[src/rtl/fibo_pkg.sv]
// Shared types and default sizes for the Fibonacci sequence generator family.
package fibo_pkg;

  typedef enum logic [1:0] {
    ST_IDLE = 2'd0,
    ST_RUN  = 2'd1,
    ST_DONE = 2'd2
  } fibo_state_t;

  localparam int DEF_WIDTH = 8;
  localparam int DEF_CNT_W = 6;

endpackage

[src/rtl/fibo_add_carry.sv]
// Combinational WIDTH-bit adder with the carry out split off, so callers can
// detect that the next term no longer fits.
module fibo_add_carry #(
  parameter int WIDTH = 8
) (
  input  logic [WIDTH-1:0] a,
  input  logic [WIDTH-1:0] b,
  output logic [WIDTH-1:0] sum,
  output logic             carry
);

  assign {carry, sum} = {1'b0, a} + {1'b0, b};

endmodule

[src/rtl/fibo_seq_gen.sv]
// Fibonacci term generator: programmable seeds and count, valid/ready output,
// early stop when the next term would overflow WIDTH bits.
module fibo_seq_gen
  import fibo_pkg::*;
#(
  parameter int WIDTH = DEF_WIDTH,
  parameter int CNT_W = DEF_CNT_W
) (
  input  logic             clk,
  input  logic             reset,
  input  logic             start,
  input  logic [WIDTH-1:0] seed0,
  input  logic [WIDTH-1:0] seed1,
  input  logic [CNT_W-1:0] num_terms,
  input  logic             out_ready,
  output logic [WIDTH-1:0] fibo_out,
  output logic             out_valid,
  output logic [CNT_W-1:0] term_idx,
  output logic             busy,
  output logic             done,
  output logic             overflow
);

  fibo_state_t      state;
  logic [WIDTH-1:0] a, b, sum;
  logic             b_ovf, carry;
  logic [CNT_W-1:0] cnt, idx;

  fibo_add_carry #(.WIDTH(WIDTH)) u_add (
    .a    (a),
    .b    (b),
    .sum  (sum),
    .carry(carry)
  );

  always_ff @(posedge clk) begin
    if (reset) begin
      state    <= ST_IDLE;
      a        <= '0;
      b        <= '0;
      b_ovf    <= 1'b0;
      cnt      <= '0;
      idx      <= '0;
      overflow <= 1'b0;
    end else begin
      case (state)
        ST_IDLE: begin
          if (start) begin
            overflow <= 1'b0;
            if (num_terms != '0) begin
              a     <= seed0;
              b     <= seed1;
              b_ovf <= 1'b0;
              idx   <= '0;
              cnt   <= num_terms;
              state <= ST_RUN;
            end else begin
              state <= ST_DONE;
            end
          end
        end
        ST_RUN: begin
          if (out_ready) begin
            // count limit wins over a pending overflow on the final term
            if (idx == cnt - CNT_W'(1)) begin
              state <= ST_DONE;
            end else if (b_ovf) begin
              state    <= ST_DONE;
              overflow <= 1'b1;
            end else begin
              a     <= b;
              b     <= sum;
              b_ovf <= carry;
              idx   <= idx + CNT_W'(1);
            end
          end
        end
        ST_DONE: state <= ST_IDLE;
        default: state <= ST_IDLE;
      endcase
    end
  end

  // outputs decode only registered state: no out_ready -> out_valid path
  assign fibo_out  = a;
  assign term_idx  = idx;
  assign out_valid = (state == ST_RUN);
  assign busy      = (state == ST_RUN);
  assign done      = (state == ST_DONE);

endmodule

[config.mk]
export PLATFORM = sky130hd
export DESIGN_NAME = fibo_seq_gen
export DESIGN_NICKNAME = d
export VERILOG_FILES = /design/src/rtl/fibo_pkg.sv /design/src/rtl/fibo_add_carry.sv /design/src/rtl/fibo_seq_gen.sv
export SDC_FILE = /design/constraint.sdc
export NUM_CORES = 1
export LEC_CHECK = 0
export ABC_CLOCK_PERIOD_IN_PS = 5500
export CAP_MARGIN = 5
export CORE_ASPECT_RATIO = 1.25
export CORE_MARGIN = 5
export CORE_UTILIZATION = 45
export DETAILED_ROUTE_END_ITERATION = 8
export GPL_TIMING_DRIVEN = 0
export MAX_ROUTING_LAYER = met4
export PLACE_DENSITY_LB_ADDON = 0.08
export SLEW_MARGIN = 20
export SYNTH_ARGS = -nofsm -noshare
export SYNTH_HDL_FRONTEND = slang
export SYNTH_HIERARCHICAL = 1
export SYNTH_SLANG_ARGS = --single-unit
[constraint.sdc]
create_clock -name clk -period 5.5 [get_ports clk]
set_input_delay 0.825 -clock clk [delete_from_list [all_inputs] [get_ports clk]]
set_output_delay 0.825 -clock clk [all_outputs]
set_load 0.02 [all_outputs]
== Yosys cells after proc, flatten, opt, wreduce, memory -nomap -nowiden ==
Index checks and enable logic that the tools add are counted.
W data, S select, Z words.

* Flip-flop bits (word level): 32
* Input port bits: 26
* Logic and storage cells: 63

* Add/sub/neg operators: 3
* Equality and inequality tests: 10
* Mux-type cells: 35
* Reduce and logical (&&, ||, !) cells: 8

{| class="wikitable"
|+ Operator list
! kind !! count
|-
| $mux W8 || 10
|-
| $pmux W8 S2 || 2
|-
| $mux W6 || 5
|-
| $pmux W6 S2 || 1
|-
| $mux W2 || 5
|-
| $ne A2 B2 Y1 const B || 5
|-
| $reduce_and A5 Y1 || 2
|-
| $add A8 B8 Y9 || 1
|-
| $mux W1 || 9
|-
| $add A6 B1 Y6 const B || 1
|-
| $eq A6 B6 Y1 || 1
|-
| $reduce_and A3 Y1 || 2
|-
| $reduce_and A6 Y1 || 1
|-
| $reduce_bool A6 Y1 || 1
|-
| $sub A6 B1 Y6 const B || 1
|-
| $pmux W1 S2 || 2
|-
| $pmux W2 S2 || 1
|-
| $ne A3 B1 Y1 const B || 1
|-
| $eq A2 B1 Y1 const B || 1
|-
| $eq A2 B2 Y1 const B || 1
|-
| $logic_not A2 Y1 || 1
|-
| $ne A2 B1 Y1 const B || 1
|-
| $reduce_bool A2 Y1 || 1
|}

== Logic depth before layout (Yosys ltp) ==
Gate-level depths: netlist of the first run.

* Depth in word-level cells: 5
* Gate-level depth with buffers: 11

== By module ==
The synthesis of the first run kept the hierarchy.

{| class="wikitable"
|+ Modules (own cells, without submodules)
! module !! times used !! cells each !! area each (µm²)
|-
| fibo_seq_gen || 1 || 192 || 1762.9
|-
| fibo_add_carry || 1 || 43 || 334.1
|}

== Worst setup path after synthesis of the first run ==
OpenSTA, ideal clock, no wires.

* Path type: input -> register
* From: input num_terms[0]
* To: register b[6]
* Setup time: 80 ps
* Arrival: 2428 ps
* Slack: 2992 ps
* Stages: 9
* Path buffers: 3
* Cell sequence: nor4_1 -> and2_1 -> nor3_2 -> a41o_1 -> buf_2 -> or2_1 -> buf_6 -> buf_6 -> a211oi_2

* Longest elaborated chain between the ends: 3

{| class="wikitable"
|+ RTL lines
! item !! line !! text
|-
| start: declaration || fibo_seq_gen.sv:14 || <nowiki>input logic [CNT_W-1:0] num_terms,</nowiki>
|-
| $reduce_bool A6 Y1 || fibo_seq_gen.sv:50 || <nowiki>if (num_terms != '0) begin</nowiki>
|-
| $ne A2 B2 Y1 (no line) || n/a ||
|-
| $reduce_and A6 Y1 (no line) || n/a ||
|-
| end signal: assignment || fibo_seq_gen.sv:72 || <nowiki>b <= sum;</nowiki>
|-
| end: declaration || fibo_seq_gen.sv:25 || <nowiki>logic [WIDTH-1:0] a, b, sum;</nowiki>
|}

No other way between the ends.
A chain may end at the register's enable or synchronous reset.

== Worst setup path after layout of the first run ==
* From: register state[1]
* To: output out_valid

* Longest elaborated chain between the ends: 1

{| class="wikitable"
|+ RTL lines
! item !! line !! text
|-
| start: declaration || fibo_seq_gen.sv:24 || <nowiki>fibo_state_t state;</nowiki>
|-
| start signal: assignment || fibo_seq_gen.sv:38 || <nowiki>state <= ST_IDLE;</nowiki>
|-
| start signal: assignment || fibo_seq_gen.sv:56 || <nowiki>state <= ST_RUN;</nowiki>
|-
| start signal: assignment || fibo_seq_gen.sv:58 || <nowiki>state <= ST_DONE;</nowiki>
|-
| $eq A2 B1 Y1 || fibo_seq_gen.sv:87 || <nowiki>assign out_valid = (state == ST_RUN);</nowiki>
|-
| end: declaration || fibo_seq_gen.sv:17 || <nowiki>output logic out_valid,</nowiki>
|}

No other way between the ends.

==> results of run 1 <==
## cell usage after synthesis, types with 2 or more instances
cell type | instances | area, µm²
a211o_1 | 3 | 26.3
a211oi_1 | 9 | 67.6
a211oi_2 | 9 | 113
a21boi_0 | 2 | 15.0
a21o_1 | 2 | 15.0
a21oi_1 | 10 | 50.1
and3_1 | 4 | 25.0
buf_2 | 3 | 15.0
buf_6 | 3 | 33.8
clkbuf_1 | 7 | 26.3
dfxtp_1 | 32 | 641
ha_1 | 10 | 125
inv_1 | 7 | 26.3
mux2i_1 | 22 | 220
nand2_1 | 8 | 30.0
nand2b_1 | 9 | 56.3
nand3_1 | 6 | 30.0
nor2_1 | 15 | 56.3
nor2b_1 | 7 | 43.8
nor3_1 | 19 | 95.1
nor3_2 | 2 | 20.0
nor4_1 | 4 | 25.0
o211a_1 | 2 | 20.0
o21a_1 | 3 | 22.5
o21ai_0 | 3 | 15.0
o21ai_1 | 2 | 10.0
o32ai_1 | 2 | 17.5
xnor2_1 | 4 | 35.0
xor2_1 | 6 | 52.6
## metrics by stage
step	power, mW	setup WS, ns
floorplan	0.467	2.99
global placement	0.545	2.02
detailed placement	0.548	1.99
CTS	0.778	2.15
global route	0.820	2.05
finish	0.773	2.18
## worst paths after layout
| check | start | end | depth (start not counted) |
|---|---|---|---|
| setup / recovery | state[1]$_SDFFE_PP0P_ | out_valid | 6 |
| hold / removal | overflow$_SDFFE_PP0P_ | overflow$_SDFFE_PP0P_ | 1 |
| setup reg to reg | state[0]$_SDFFE_PP0P_ | fibo_out[0]$_SDFFE_PP0P_ | 9 |
| hold reg to reg | overflow$_SDFFE_PP0P_ | overflow$_SDFFE_PP0P_ | 1 |
## sequential cells by signal, indices dropped and copies added (netlist names)
register,count
term_idx,6
state,2
b,8
fibo_out,8
b_ovf,1
overflow,1
cnt,6
## area by class of cell
cell class                      instances  share of cell area (%)
Buffer                                 14                    3.05
Sequential cell                        32                    23.7
Clock buffer                            6                    2.68
Multi-Input combinational cell        182                    49.8
Clock inverter                          2                    1.29
Timing Repair Buffer                   43                    15.9
Inverter                                7                   0.970
Tap cell                               58                    2.68
## worst register-to-register path, cell delays in order (launching register included)
cell,delay [ns]
dfxtp_1,0.30
buf_2,0.16
nand2b_1,0.23
a21o_1,0.18
a21oi_1,0.45
a41o_1,0.25
buf_2,0.20
clkbuf_1,0.47
nor3_1,0.12
a211oi_2,0.21
## power by group through the flow
stage	combinational, mW	sequential, mW	clock [mW]
3_3_place_gp	0.262	0.283	0
4_1_cts	0.267	0.278	0.233
6_report	0.265	0.278	0.230
3_5_place_dp	0.265	0.283	0
5_1_grt	0.294	0.281	0.245
2_1_floorplan	0.178	0.289	0
## layer usage
| metal | vias up | track usage, % |
|---|---|---|
| li1 | 965 | - |
| met1 | 928 | 20.5 |
| met2 | 49 | 32.2 |
| met3 | 10 | 3.71 |
| met4 | 0 | 8.38 |
| met5 | - | - |
## kinds of logic (layout without fill, tap and decap cells)
kind of cell / count (synthesis) / count (layout)
buffers and inverters: 21 / 72
XOR/XNOR: 10 / 10
AO/OA/AOI/OAI: 56 / 56
multiplexers: 22 / 22
adder cells (fa/ha/maj): 11 / 11
AND/OR/NAND/NOR: 83 / 83
flip-flops: 32 / 32
==> flow_summary.yaml, run 1 <==
cts:
  cts_max_level: 2
  clock_latency_ns: 0.29
  cts_tree: "built"
  cts_sinks: 32
  clk_path_buf_depth: 2
  cts_buffers: 5
  postCtsSetupBuffers: 0
  ctsResizeCount: 0
  path_clk_slew_ns: 0.08
  hold_buffers: 0
  cts_root_buffer: "clkbuf_8"
logic_synthesis:
  postSynthCellCount: 235
  async_reset_ff_share_pct: 0
  synth-compound-area-share_pct: 21.2
  syn_area_mm2: 0.00210
  synthAdderAreaFrac_pct: 6.92
  avgSynthCellArea_um2: 8.92
  ys_types: 49
  synthSimpleGateAreaFrac_pct: 21.4
  synthFlopType: "dfxtp_1"
  synth_seq_cells: 32
  yosysSeqAreaShare_pct: 30.5
  yosysWarningCount: 6
  synth_xor_area_share_pct: 4.18
  synth_top_family_by_area: "simple AND/OR/NAND/NOR gates"
  synthMuxAreaShare_pct: 10.5
  synth_fp_nets: 272
  synth_edf_count: 0
timing:
  worst_pin_slew_ns: 0.810
  final-hold-violation-count: 0
  whs_ns: 0.468
  final.period_utilization_pct: 60.3
  setup_violations: 0
  rsz0062_at_grt: "no"
  setup_tns_ns: 0
  slew_violations: 0
  fmax_mhz: 301
  fin_skew_ns: 0.00883
  finalWorstPathRequiredPeriod_ns: 3.32
  slew_headroom_pct: 46.0
floorplan:
  row_count: 27
  core_region_area_mm2: 0.00446
  fp.dieW_um: 71.1
  start_util_pct: 47.0
  dieArea_mm2: 0.00613
  die_y_um: 86.3
  ios: 44
final_layout:
  drive_above_1_share_pct: 9.79
  utilization_pct: 60.7
  stdcell_area_mm2: 0.00271
  final_cells: 344
  multi_input_comb_area_mm2: 0.00135
  nets: 322
  synthToLayoutAreaGrowth_pct: 29.1
  final_cell_mix: "clkdlybuf4s50_1 (43), dfxtp_1 (32), mux2i_1 (22)"
  area.sequential_um2: 641
  diodes: 0
  final_common_cell: "clkdlybuf4s50_1"
  fillers: 428
setup_path:
  arrival_ns: 2.49
  required_ns: 4.68
  critPathLaunchType: "flip-flop"
  slowest_stage: "clkbuf_1"
  crit_path_max_incr_delay_ns: 0.62
  critPathKind: "flip-flop to output pin"
  path_cells: "clkbuf_1 > nand2b_1 > inv_1 > clkbuf_1 > buf_4 > clkdlybuf4s50_1"
  path_max_fanout: 11
  end_kind: "output pin"
  r2r_setup_slack_ns: 2.85
  worstPathBufferInverterCount: 5
  path_delay_family: "buffers and inverters"
  cp_common_cell: "clkbuf_1"
routing:
  m1WireLength_um: 2290
  dr.first_iter.drc_count: 104
  vias: 1952
  drtAntennaViolNets: 0
  wl_met3_um: 229
  drt_wl_total_um: 5410
  first_pass_iters: 4
  drc_errors: 0
  wl_per_cell_um: 15.7
  wl_met2_um: 2760
  vias_per_cell: 5.67
  top_layer: "met4"
placement:
  dp_hpwl_um: 4010
  gp_congestion: 0.844
  dp_cells: 336
  place_area_mm2: 0.00260
  io_buffers: 43
status:
  status: "complete, no violations"
worst_hold_path:
  hold_class: "flip-flop to flip-flop"
power_and_ir_drop:
  p_sw_mw: 0.254
  combPwrFrac_pct: 34.3
  pwr-share-clk_pct: 29.7
  p_sw_share_pct: 32.9
  leakagePower_nw: 1.11
  p_seq_share_pct: 36.0
  p_per_area_mw_per_mm2: 285
  irDropWorstVdd_mv: 0.163
  p_int_mw: 0.518
global_routing:
  grt.overflow.total: 0
  grt_pass1_vias: 1906
  grt_max_degree: 12
  antenna_found_initial: 0
  grt_use_total_pct: 18.6
  grt_pass1_wl_um: 8870
job:
  drv_cap: 0
No activity file was read; power rests on OpenSTA's default activity.
==> inputs of run 2 (changes only) <==
ABC_CLOCK_PERIOD_IN_PS = 3200   (was 5500)
clock period = 3.2 ns   (was 5.5 ns; I/O delays follow)
==> results of run 2 <==
Same layout as run 1 (identical final DEF). Status: complete, no violations.
Main changes from that run: setup slack after placement 1.99 ns -> 0.0349 ns; setup slack after layout 2.18 ns -> 0.228 ns; register-to-register setup slack 2.85 ns -> 0.55 ns; total power 0.773 mW -> 1.33 mW; worst IR drop on VDD 0.163 mV -> 0.281 mV
